**src/rtl/bp_pkg.sv**
```systemverilog
// Shared definitions for the BTB front-end control: opcodes, predictor
// encodings, the per-stage prediction record and the control FSM states.
package bp_pkg;

   // RISC-V control-transfer opcodes (instr[6:0])
   localparam logic [6:0] B_TYPE = 7'b1100011;
   localparam logic [6:0] JAL    = 7'b1101111;
   localparam logic [6:0] JALR   = 7'b1100111;

   // 2-bit saturating predictor encodings held in the BTB
   localparam logic [1:0] BP_STRONG_NT = 2'b00;
   localparam logic [1:0] BP_WEAK_NT   = 2'b01;
   localparam logic [1:0] BP_WEAK_T    = 2'b10;
   localparam logic [1:0] BP_STRONG_T  = 2'b11;

   typedef struct packed {
      logic        valid;
      logic        pred_taken;
      logic [31:0] pred_pc;
   } pred_info_t;

   typedef enum logic [0:0] {
      INIT = 1'b0,
      RUN  = 1'b1
   } ctrl_state_e;

   function automatic logic is_ctrl_op(input logic [6:0] op);
      return (op == B_TYPE) || (op == JAL) || (op == JALR);
   endfunction

endpackage

```
**src/rtl/branch_redirect_ctrl_sat_counter32.sv**
```systemverilog
// 32-bit event counter that sticks at all-ones instead of wrapping.
module sat_counter32 (
   input  logic        i_clk,
   input  logic        i_rst_n,
   input  logic        i_en,
   output logic [31:0] o_cnt
);

   // count enabled events, hold at the ceiling
   always_ff @(posedge i_clk or negedge i_rst_n) begin
      if (!i_rst_n)
         o_cnt <= '0;
      else if (i_en && (o_cnt != 32'hFFFF_FFFF))
         o_cnt <= o_cnt + 32'd1;
   end

endmodule

```
**src/rtl/branch_redirect_ctrl.sv**
```systemverilog
// BTB front-end control: carries predictions IF->ID->EX, resolves them in
// EX, raises flush/redirect on a mispredict, strobes BTB updates, clears
// the BTB after reset and keeps branch/mispredict statistics.
module branch_redirect_ctrl
   import bp_pkg::*;
#(
   parameter int BTB_DEPTH = 64,
   parameter int IDX_W     = $clog2(BTB_DEPTH)
) (
   input  logic             i_clk,
   input  logic             i_rst_n,
   input  logic             i_stall,
   input  logic [31:0]      pc_IF,
   input  logic             i_pred_taken_IF,
   input  logic [31:0]      i_pred_pc_IF,
   input  logic [31:0]      instr_EX,
   input  logic [31:0]      pc_EX,
   input  logic             i_taken,
   input  logic [31:0]      i_alu_data,
   output logic             o_btb_we,
   output logic             o_btb_clr,
   output logic [IDX_W-1:0] o_btb_idx,
   output logic             o_flush,
   output logic             o_pc_sel_redirect,
   output logic [31:0]      o_pc_redirect,
   output logic             o_busy,
   output logic [31:0]      o_branch_cnt,
   output logic [31:0]      o_mispredict_cnt
);

   ctrl_state_e      state;
   logic [IDX_W-1:0] init_cnt;
   pred_info_t       if_id;
   pred_info_t       id_ex;
   logic             run;
   logic             is_ctrl;
   logic             eval;
   logic             mispred;

   // pc_IF is only meaningful to the PC mux; upper opcode bits are don't-care here
   logic unused_bits;
   assign unused_bits = ^{pc_IF, instr_EX[31:7]};

   assign run     = (state == RUN);
   assign is_ctrl = is_ctrl_op(instr_EX[6:0]);
   assign eval    = id_ex.valid && run;

   // resolve the EX prediction against the actual outcome
   always_comb begin
      mispred = 1'b0;
      if (eval) begin
         if (is_ctrl)
            mispred = (id_ex.pred_taken != i_taken) ||
                      (id_ex.pred_taken && i_taken && (id_ex.pred_pc != i_alu_data));
         else
            mispred = id_ex.pred_taken;  // BTB alias hit on a non-branch
      end
   end

   assign o_flush           = mispred;
   assign o_pc_sel_redirect = mispred;
   assign o_pc_redirect     = !mispred            ? 32'd0      :
                              (i_taken && is_ctrl) ? i_alu_data : pc_EX + 32'd4;
   assign o_btb_we          = eval && is_ctrl;
   assign o_btb_clr         = !run;
   assign o_busy            = !run;
   assign o_btb_idx         = run ? pc_EX[IDX_W+1:2] : init_cnt;

   // walk every BTB entry once after reset, then run until the next reset
   always_ff @(posedge i_clk or negedge i_rst_n) begin
      if (!i_rst_n) begin
         state    <= INIT;
         init_cnt <= '0;
      end else if (state == INIT) begin
         if (init_cnt == IDX_W'(BTB_DEPTH - 1))
            state <= RUN;
         init_cnt <= init_cnt + 1'b1;
      end
   end

   // prediction pipeline; a flush overrides the stall hold/bubble
   always_ff @(posedge i_clk or negedge i_rst_n) begin
      if (!i_rst_n) begin
         if_id <= '0;
         id_ex <= '0;
      end else if (mispred) begin
         if_id.valid <= 1'b0;
         id_ex.valid <= 1'b0;
      end else begin
         if (!i_stall)
            if_id <= '{valid: run, pred_taken: i_pred_taken_IF, pred_pc: i_pred_pc_IF};
         if (i_stall)
            id_ex.valid <= 1'b0;
         else
            id_ex <= if_id;
      end
   end

   sat_counter32 u_branch_cnt (
      .i_clk   (i_clk),
      .i_rst_n (i_rst_n),
      .i_en    (o_btb_we),
      .o_cnt   (o_branch_cnt)
   );

   sat_counter32 u_mispredict_cnt (
      .i_clk   (i_clk),
      .i_rst_n (i_rst_n),
      .i_en    (mispred),
      .o_cnt   (o_mispredict_cnt)
   );

endmodule

```
**config.mk**
```make
export PLATFORM = sky130hd
export DESIGN_NAME = branch_redirect_ctrl
export DESIGN_NICKNAME = d
export VERILOG_FILES = /design/src/rtl/bp_pkg.sv /design/src/rtl/branch_redirect_ctrl_sat_counter32.sv /design/src/rtl/branch_redirect_ctrl.sv
export SDC_FILE = /design/constraint.sdc
export NUM_CORES = 1
export LEC_CHECK = 0
export BUFFER_PORTS_ARGS = -buffer_cell sky130_fd_sc_hd__buf_2
export CAP_MARGIN = 10
export CORE_MARGIN = 2
export CORE_UTILIZATION = 50
export DETAILED_ROUTE_END_ITERATION = 10
export PLACE_DENSITY = 0.91
export SLEW_MARGIN = 20
export SYNTH_ARGS = -nofsm -noshare
export SYNTH_HDL_FRONTEND = slang
export SYNTH_SLANG_ARGS = --single-unit
```
**constraint.sdc**
```tcl
create_clock -name i_clk -period 2.94 [get_ports i_clk]
set_input_delay 0.147 -clock i_clk [delete_from_list [all_inputs] [get_ports i_clk]]
set_output_delay 0.147 -clock i_clk [all_outputs]
set_load 0.01 [all_outputs]
```
==> summary.md, run 1 <==
| Metric | Value |
|---|---|
| Run status | `completed` |
| Max-cap violations | `0` |
| CP required | `2.79 ns` |
| CTS tree | `done` |
| Number of synthesized flops with an enable pin | `0` |
| Final hold viol count | `0` |
| Max Slew Vio Count | `0` |
| Via count | `6301` |
| Core ar. | `14400 µm²` |
| PortBufs | `214` |
| Initial antenna violation count | `2` |
| Cell taking the most area after synthesis | `dfrtp_1` |
| Synth top area cells | `dfrtp_1 47%, xnor2_1 8.2%, mux2_2 6.9%` |
| Worst setup SP type | `flip-flop` |
| Routed Wire Length | `19500 µm` |
| Critical path capture point type | `output pin` |
| Post-Layout Cell Count | `1134` |
| Ys async rst share | `100%` |
| Sequential area share after synthesis | `47.5%` |
| Power density over cell area | `491 nW/µm²` |
| Root Driver | `clkbuf_16` |
| First-pass GRT wire length | `31900 µm` |
| Crit Path Category | `flip-flop to output pin` |
| Die Outline Area | `15600 µm²` |
| Part of the power in combinational logic | `9.6%` |
| Post-DRT Antenna Nets | `0` |
| Top cell type's share of synthesized area | `47.5%` |
| Slew headroom | `54.8%` |
| Layout cells sized above 1 | `32.7%` |
| Initial DRC Count | `394` |
| #FFs+latches synth | `139` |
| Area growth from synthesis to final layout | `31.4%` |
| Tmin final | `2.83 ns` |
| Final period utilization | `96.3%` |
| Leak | `0.00455 µW` |
| Mean Syn Cell Area | `10.7 µm²` |
| Latest clock arrival within the worst-skew pair | `0.42 ns` |
| Starting Density | `50.8%` |
| CTS Buf Count | `17` |
| Setup violations, final | `0` |
| CTS H-tree lvls | `4` |
| Layout Nets | `1106` |
| Vias per cell | `5.56` |
| Total negative slack | `0 ns` |
| Global route total overflow | `0` |
| Row count | `44` |
| Flop pwr share | `44.3%` |
| TritonRoute pass-1 iters | `5` |
| Worst vdd ir | `0.000386 V` |
| Synth top cells by count | `139 x dfrtp_1, 69 x xnor2_1, 56 x xor2_1` |
| Final Util | `66.8%` |
| RSZ-0062 raised after global routing | `false` |
| Worst-path clk slew | `0.06 ns` |
| Synthesized Nets | `855` |
| DRC violations left | `0` |
| Max clock buf depth | `2` |
| Internal Power | `3620 µW` |
| Hold_ws | `0.0861 ns` |
| Worst Path Arrival | `2.68 ns` |
| Hold Crit Class | `primary input to flip-flop` |
| Psw | `1110 µW` |
| Chip Height | `125 µm` |
| Primary FF master, synth | `dfrtp_1` |
| Die X | `125 µm` |
| I/O Pins | `272` |
| Vias in the first global route | `6350` |
| Worst Tran Pin Value | `0.671 ns` |
| Fmax | `353 MHz` |
| Clk sink count | `139` |
| Hpwl dp | `13700 µm` |
| Total GRT Usage | `25.5%` |
| Share of power burned in the clock network | `46.1%` |
| GP Congestion | `0.852` |
| Syn. warnings | `0` |
| Switch share | `23.5%` |
| Largest net degree at the start of global routing | `79` |
| Syn Inst Count | `685` |
| Fin Clk Skew | `0.00742 ns` |
| Most frequent cell after synthesis | `dfrtp_1` |
| Post-Syn Area | `7330 µm²` |
| CP max FO | `16` |
| Avg WL per Cell | `17.2 µm` |
| Placed insts | `1064` |
| Synth cell types | `39` |
==> power by group through the flow <==
stage	sequential (µW)	combinational [µW]	clock [µW]
6_report	2100	453	2180
5_1_grt	2110	500	2290
4_1_cts	2100	454	2210
3_5_place_dp	2130	410	0
3_3_place_gp	2120	397	0
2_1_floorplan	2110	221	0
==> kinds of logic (layout without fill, tap and decap cells) <==
logic type      Yosys count  count (layout)  share of synthesized area (%)
compound gates           38              38                           3.82
xor+xnor                125             125                           14.9
fa+ha+maj                 5               5                          0.854
buf+inv                  38             301                           2.68
flops                   139             139                           47.5
mux                      75              75                           11.5
other cells               0               1                              0
simple gates            265             266                           18.7
==> cell usage in the layout, fill, tap and decap left out, types with 5 or more instances in the layout <==
| cell | count |
|---|---|
| buf_2 | 213 |
| xor2_1 | 56 |
| nor2_1 | 55 |
| nor4_1 | 8 |
| dfrtp_1 | 139 |
| nand3_1 | 50 |
| and3_1 | 22 |
| nor3_1 | 18 |
| nand3b_1 | 5 |
| xnor2_1 | 69 |
| dlygate4sd3_1 | 34 |
| clkbuf_16 | 17 |
| a211oi_1 | 29 |
| and2_1 | 9 |
| mux2_1 | 29 |
| nand4_1 | 29 |
| buf_12 | 5 |
| nand2_1 | 41 |
| ha_1 | 5 |
| and4_1 | 9 |
| inv_1 | 9 |
| buf_4 | 6 |
| mux2_2 | 45 |
==> critical path, cell delays in order, from the launching register on <==
cell       delay (ns)
dfrtp_1          0.39
ha_1             0.31
nor4_2           0.19
nand4_1          0.27
or3_4            0.47
nand2_4          0.11
bufbuf_16        0.30
a211oi_1         0.07
buf_2            0.16
==> state kept, by name (all words and copies together) (netlist names) <==
name,count
if_id,34
run,1
id_ex,34
u_mispredict_cnt.o_cnt,32
init_cnt,6
u_branch_cnt.o_cnt,32
==> area by class of cell <==
class / count / area [µm²]
Fill cell: 1098 / 4790
Timing Repair Buffer: 260 / 1600
Clock buffer: 21 / 450
Tap cell: 184 / 230
Multi-Input combinational cell: 509 / 3690
Antenna cell: 1 / 2.50
Sequential cell: 139 / 3480
Inverter: 9 / 33.8
Clock inverter: 11 / 145
==> path summary, 6_finish.rpt <==
path                       startpoint                    endpoint  slack [ns]  cells after the start
max                         id_ex[32]           o_pc_redirect[10]        0.11                      8
min                           i_stall                   if_id[33]        0.09                      3
max reg2reg                 id_ex[32]                   id_ex[17]        0.19                      8
min reg2reg                 if_id[12]                   if_id[12]        0.48                      1
max in group asynchronous     i_rst_n                         run        1.84                      3
min in group asynchronous     i_rst_n  u_mispredict_cnt.o_cnt[26]        0.28                      2
==> per-stage QoR <==
step	worst slack (ns)	area, µm²	power [µW]
6_report	0.110	9630	4730
5_1_grt	0.0134	9630	4900
4_1_cts	0.0349	9610	4760
3_5_place_dp	0.307	8610	2540
3_3_place_gp	0.355	8610	2520
2_1_floorplan	0.525	7330	2330
==> timing repair <==
action / in CTS / in global routing
setup endpoints to repair: 34 / 16
setup buffers: 0 / 2
gates cloned: 1 / 1
gates resized for setup: 6 / 1
pin swaps: 3 / 2
hold endpoints to repair: 94 / 0
hold buffers: 34 / 0
==> routing by layer <==
metal  vias up  part of all wire [%]  track usage [%]
met1      3041                    41             31.0
met4         2                   2.4             11.2
met5         -                 0.056                0
li1       2938                     -                -
met2       277                    49             42.8
met3        43                   6.8             6.80
(Power assumes the default switching activity.)
==> run 2, diff against run 1 <==
==> constraint.sdc (replaced) <==
create_clock -name i_clk -period 2.94 [get_ports i_clk]
set_input_delay 0.147 -clock i_clk [delete_from_list [all_inputs] [get_ports i_clk]]
set_output_delay 0.147 -clock i_clk [all_outputs]
set_load 0.005 [all_outputs]
==> summary.md, run 2 (same netlist as run 1, synthesis figures left out) <==
| Metric | Value |
|---|---|
| Filler instances | `1087 (-1.0%)` |
| Fin Clk Skew | `0.00647 ns (-0.000947 ns)` |
| Worst Tran Pin Value | `0.603 ns (-0.0686 ns)` |
| Layout cells sized above 1 | `33.1% (+0.46 points)` |
| Reg area | `3480 µm² (unchanged)` |
| First-pass GRT wire length | `32000 µm (+0.37%)` |
| Area growth from synthesis to final layout | `32.4%` |
| Internal Power | `3780 µW (+4.4%)` |
| Worst-path clk slew | `0.06 ns (about the same)` |
| Part of the power in combinational logic | `9.7% (about the same)` |
| Worst Path Arrival | `2.70 ns (+0.02 ns)` |
| Worst flop-to-flop path endpoint | `id_ex[19]` |
| CP required | `2.79 ns (about the same)` |
| Hold Crit Class | `primary input to flip-flop` |
| Commonest non-fill, non-tap cells in the layout | `213 x buf_2, 139 x dfrtp_1, 69 x xnor2_1, 56 x xor2_1, 55 x nor2_1` |
| TritonRoute pass-1 iters | `5 (unchanged)` |
| Vias in the first global route | `6369 (+0.30%)` |
| Latest clock arrival within the worst-skew pair | `0.41 ns (about the same)` |
| Worst setup SP type | `flip-flop` |
| Multi-input combinational cell area | `3720 µm² (+0.78%)` |
| Worst vdd ir | `0.000367 V (-5.1%)` |
| Routed Wire Length | `19800 µm (+1.5%)` |
| Hpwl dp | `13600 µm (-0.24%)` |
| Max Slew Vio Count | `0 (unchanged)` |
| Initial antenna violation count | `2 (unchanged)` |
| Avg WL per Cell | `17.5 µm (+1.6%)` |
| I/O Pins | `272 (unchanged)` |
| Root Driver | `clkbuf_16` |
| Crit Path Category | `flip-flop to output pin` |
| Final hold viol count | `0 (unchanged)` |
| CTS H-tree lvls | `4 (unchanged)` |
| Leak | `0.00458 µW (+0.68%)` |
| Vias per cell | `5.50 (-1.1%)` |
| CTS Buf Count | `17 (unchanged)` |
| Final Util | `67.3% (+0.53 points)` |
| Total GRT Usage | `25.4% (-0.11 points)` |
| Power density over cell area | `504 nW/µm² (+2.7%)` |
| R2r startpoint | `id_ex[32]` |
| Largest net degree at the start of global routing | `79 (unchanged)` |
| Final period utilization | `96.8% (+0.54 points)` |
| Die Outline Area | `15600 µm² (unchanged)` |
| Chip Height | `125 µm (unchanged)` |
| Run status | `completed` |
| Reg2reg setup slack | `0.16 ns (-0.03 ns)` |
| Core ar. | `14400 µm² (unchanged)` |
| Cells on worst reg2reg path | `8 (unchanged)` |
| Global route total overflow | `0 (unchanged)` |
| Clk sink count | `139 (unchanged)` |
| Slew headroom | `59.4% (+4.6 points)` |
| Max-cap violations | `0 (unchanged)` |
| Flop pwr share | `42.9% (-1.4 points)` |
| Critical path capture point type | `output pin` |
| Psw | `1110 µW (+0.32%)` |
| Hold Path End | `if_id[33]` |
| CTS tree | `done` |
| CP max FO | `16 (unchanged)` |
| Layout Nets | `1106 (unchanged)` |
| Setup violations, final | `0 (unchanged)` |
| DRC violations left | `0 (unchanged)` |
| Starting Density | `50.8% (unchanged)` |
| Max clock buf depth | `2 (unchanged)` |
| Share of power burned in the clock network | `47.4% (+1.3 points)` |
| Switch share | `22.8% (-0.72 points)` |
| Hold depth | `3 (unchanged)` |
| Fmax | `351 MHz (-0.56%)` |
| Initial DRC Count | `411 (+4.3%)` |
| Min-delay src | `i_stall` |
| PortBufs | `214 (unchanged)` |
| Tmin final | `2.85 ns (+0.0159 ns)` |
| Die X | `125 µm (unchanged)` |
| Via count | `6229 (-1.1%)` |
| Most common cell after layout, fill and taps aside | `buf_2` |
| Post-DRT Antenna Nets | `0 (unchanged)` |
| Top flop regs | `id_ex x34, if_id x34` |
| Row count | `44 (unchanged)` |
| Total power | `4890 µW (+3.5%)` |
| GP Congestion | `0.851 (-0.15%)` |
## run 2: power groups by stage
stage	Sequential, µW	Clock, µW	Combinational, µW
final	2100	2320	473
after global routing	2110	2440	519
after CTS	2100	2350	453
after detailed placement	2130	0	410
after global placement	2120	0	397
after floorplan	2110	0	221
## run 2: routing by layer
layer,vias up,track usage (%),wire length (µm)
li1,2928,-,-
met1,3036,31.4,8190
met2,230,42.9,10100
met3,33,6.33,1170
met4,2,9.74,329
met5,-,0,11
## run 2: what timing repair did
action / CTS / global route
resized for setup: 5 / 5
setup buffers: 0 / 2
pin swaps: 2 / 6
setup endpoints to repair: 34 / 20
cloned: 1 / 1
endpoints found under the hold margin: 94 / 0
hold buffers: 34 / 0
## run 2: cell type report
cell class / count / share of cell area (%)
Multi-Input combinational cell: 509 / 38.4
Sequential cell: 139 / 35.8
Timing Repair Buffer: 260 / 16.4
Clock buffer: 21 / 4.95
Clock inverter: 10 / 1.68
Tap cell: 184 / 2.37
Inverter: 9 / 0.348
Antenna cell: 1 / 0.0258
## run 2: worst max-delay path by stage
stage	startpoint	to	slack, ns	depth (start not counted)
CTS	id_ex[15]	o_pc_redirect[4]	0.02	9
global placement	id_ex[32]	o_pc_redirect[31]	0.36	9
finish	id_ex[32]	o_pc_redirect[8]	0.09	8
global route	id_ex[11]	o_pc_redirect[9]	-0.05	9
floorplan	id_ex[32]	if_id[10]	0.52	9
detailed placement	id_ex[32]	id_ex[13]	0.32	7
## run 2: critical path, cell delays in order, from the launching register on
cell	delay, ns
dfrtp_1	0.42
ha_4	0.25
nor4_4	0.24
nand4_1	0.27
or3_4	0.48
nand2_4	0.11
bufbuf_16	0.30
a211oi_1	0.07
buf_2	0.14
## run 2: per-stage QoR
step                      setup TNS, ns  hold WS (ns)  instances  worst slack, ns  cell area, µm²
after floorplan                       0        -0.149        685            0.525            7330
after global placement                0         0.156       1064            0.363            8610
after detailed placement              0         0.167       1064            0.322            8610
after CTS                             0        0.0794       1130           0.0218            9650
after global routing             -0.499        0.0851       1133          -0.0452            9710
final                                 0        0.0812       1133           0.0937            9710
==> run 3, diff against run 2 <==
--- a/config.mk
+++ b/config.mk
@@ -8,9 +8,9 @@
 export BUFFER_PORTS_ARGS = -buffer_cell sky130_fd_sc_hd__buf_2
 export CAP_MARGIN = 10
 export CORE_MARGIN = 2
-export CORE_UTILIZATION = 50
+export CORE_UTILIZATION = 54
 export DETAILED_ROUTE_END_ITERATION = 10
-export PLACE_DENSITY = 0.91
+export PLACE_DENSITY = 0.95
 export SLEW_MARGIN = 20
 export SYNTH_ARGS = -nofsm -noshare
 export SYNTH_HDL_FRONTEND = slang
==> constraint.sdc (replaced) <==
create_clock -name i_clk -period 3.4 [get_ports i_clk]
set_input_delay 0.17 -clock i_clk [delete_from_list [all_inputs] [get_ports i_clk]]
set_output_delay 0.17 -clock i_clk [all_outputs]
set_load 0.01 [all_outputs]
==> summary.md, run 3 (same netlist as run 1, synthesis figures left out) <==
| Metric | Value |
|---|---|
| Avg WL per Cell | `17.7 µm (+1.5%)` |
| CP max FO | `33 (+17)` |
| GP Congestion | `0.857 (+0.75%)` |
| CP required | `3.23 ns (+0.44 ns)` |
| CTS Buf Count | `17 (unchanged)` |
| Max clock buf depth | `2 (unchanged)` |
| Post-Layout Cell Count | `1120 (-1.1%)` |
| Hold depth | `2 (-1)` |
| Worst setup SP type | `flip-flop` |
| Worst Path Arrival | `2.87 ns (+0.17 ns)` |
| Total negative slack | `0 ns (unchanged)` |
| Core ar. | `13200 µm² (-8.2%)` |
| CP top delay family | `simple AND/OR/NAND/NOR gates` |
| N_diodes | `0 (-1)` |
| Routed Wire Length | `19900 µm (+0.35%)` |
| Starting Density | `55.3% (+4.5 points)` |
| Initial DRC Count | `571 (+39%)` |
| I/O Pins | `272 (unchanged)` |
| Worst Tran Pin Value | `0.959 ns (+0.356 ns)` |
| Min-delay src | `i_pred_pc_IF[30]` |
| CTS H-tree lvls | `4 (unchanged)` |
| RSZ-0062 raised after global routing | `false` |
| Layout cells sized above 1 | `32.0% (-1.1 points)` |
| Most common cell after layout, fill and taps aside | `buf_2` |
| Area growth from synthesis to final layout | `29.4%` |
| Total GRT Usage | `28.3% (+2.9 points)` |
| Post-DRT Antenna Nets | `0 (unchanged)` |
| Finished Cell Area | `9480 µm² (-2.3%)` |
| Worst-path clk slew | `0.06 ns (about the same)` |
| Die Outline Area | `14500 µm² (-7.2%)` |
| Filler instances | `939 (-14%)` |
| Slew headroom | `35.9% (-24 points)` |
| Fin Clk Skew | `0.00940 ns (+0.00293 ns)` |
| Total power | `4140 µW (-16%)` |
| PortBufs | `214 (unchanged)` |
| Vias per cell | `5.69 (+3.4%)` |
| Max-cap violations | `0 (unchanged)` |
| Tmin final | `3.04 ns` |
| Placed insts | `1055 (-0.85%)` |
| Worst flop-to-flop path endpoint | `id_ex[18]` |
| Chip Height | `121 µm (-3.7%)` |
| Setup violations, final | `0 (unchanged)` |
| Row count | `42 (-4.5%)` |
| Clk sink count | `139 (unchanged)` |
| Die X | `121 µm (-3.7%)` |
| R2r startpoint | `id_ex[32]` |
| First-pass GRT wire length | `32300 µm (+0.84%)` |
| Critical path capture point type | `output pin` |
| Vias in the first global route | `6437 (+1.1%)` |
| CTS tree | `done` |
| Placed Instance Area | `8530 µm² (-0.93%)` |
| TritonRoute pass-1 iters | `5 (unchanged)` |
| Largest net degree at the start of global routing | `98 (+24%)` |
| Max Slew Vio Count | `0 (unchanged)` |
| Cts repair resizes | `0 (-5)` |
| Leak | `0.00449 µW (-1.9%)` |
| Final hold viol count | `0 (unchanged)` |
| Fmax | `329 MHz` |
| Run status | `completed` |
| Hold Crit Class | `primary input to flip-flop` |
| Final Util | `71.6% (+4.3 points)` |
| Slowest cell delay on critical path | `0.45 ns (-0.03 ns)` |
| Via count | `6368 (+2.2%)` |
| Cell Chain, Critical Path | `ha_1 > nor4_1 > nand4_1 > or3_1 > nand2_1 > buf_4 > a211oi_1 > buf_2` |
| DRC violations left | `0 (unchanged)` |
| Final period utilization | `89.3%` |
| Worst vdd ir | `0.000337 V (-8.0%)` |
| CP max-delay cell | `or3_1` |
| Layout Nets | `1101 (-0.45%)` |
| Global route total overflow | `0 (unchanged)` |
| Root Driver | `clkbuf_16` |
| Hold Path End | `if_id[30]` |
| Hpwl dp | `13600 µm (+0.18%)` |
| Top flop regs | `id_ex x34, if_id x34` |
| Latest clock arrival within the worst-skew pair | `0.42 ns (about the same)` |
| CP Buf/Inv Count | `2 (unchanged)` |
| Power density over cell area | `436 nW/µm² (-14%)` |
| Initial antenna violation count | `2 (unchanged)` |
| Cells on worst reg2reg path | `7 (-1)` |
| Commonest non-fill, non-tap cells in the layout | `213 x buf_2, 139 x dfrtp_1, 69 x xnor2_1, 56 x xor2_1, 55 x nor2_1` |
| Reg2reg setup slack | `0.62 ns (+0.46 ns)` |
| Crit Path Category | `flip-flop to output pin` |
run 3: worst max-delay path by stage:
stage | startpoint | end | slack, ns | depth (start not counted)
4_1_cts | id_ex[32] | o_flush | 0.38 | 8
6_report | id_ex[32] | o_pc_redirect[31] | 0.36 | 8
5_1_grt | id_ex[32] | o_pc_redirect[8] | 0.19 | 8
3_5_place_dp | id_ex[32] | if_id[4] | 0.66 | 7
3_3_place_gp | id_ex[32] | id_ex[21] | 0.71 | 7
2_1_floorplan | id_ex[32] | if_id[10] | 0.98 | 9
run 3: metrics by stage:
stage          worst slack [ns]  hold slack [ns]
3_3_place_gp              0.711            0.315
5_1_grt                   0.187           0.0198
6_report                  0.363           0.0100
3_5_place_dp              0.657            0.321
4_1_cts                   0.380          0.00377
2_1_floorplan             0.985           -0.126
run 3: cell type report:
type | count | area, µm² | share of cell area (%)
Clock buffer | 20 | 447 | 4.71
Clock inverter | 12 | 171 | 1.81
Inverter | 9 | 33.8 | 0.356
Multi-Input combinational cell | 508 | 3660 | 38.6
Timing Repair Buffer | 256 | 1480 | 15.6
Sequential cell | 139 | 3480 | 36.7
Tap cell | 176 | 220 | 2.32
run 3: metal layers:
metal	global-route usage [%]	up-vias	part of all wire, %
li1	-	2904	-
met1	34.4	3082	40
met2	47.9	321	50
met3	6.65	57	6.6
met4	12.4	4	3.0
met5	0	-	0.11
run 3: repair_timing:
item,in CTS,in global routing
buffers inserted,0,0
hold endpoints to repair,127,0
setup endpoints to repair,0,0
hold buffers,33,0
run 3: worst reg2reg max path, cell delays in order (launching register included):
cell     delay (ns)
dfrtp_1        0.40
ha_1           0.32
nor4_1         0.31
nand4_1        0.15
or3_1          0.45
a21oi_4        0.18
buf_4          0.42
mux2_2         0.42
run 3: power by group:
part	leakage, µW	switching, µW	internal [µW]
Sequential	0.00178	62.9	1750
Combinational	0.00242	187	200
Clock	0.000296	691	1240
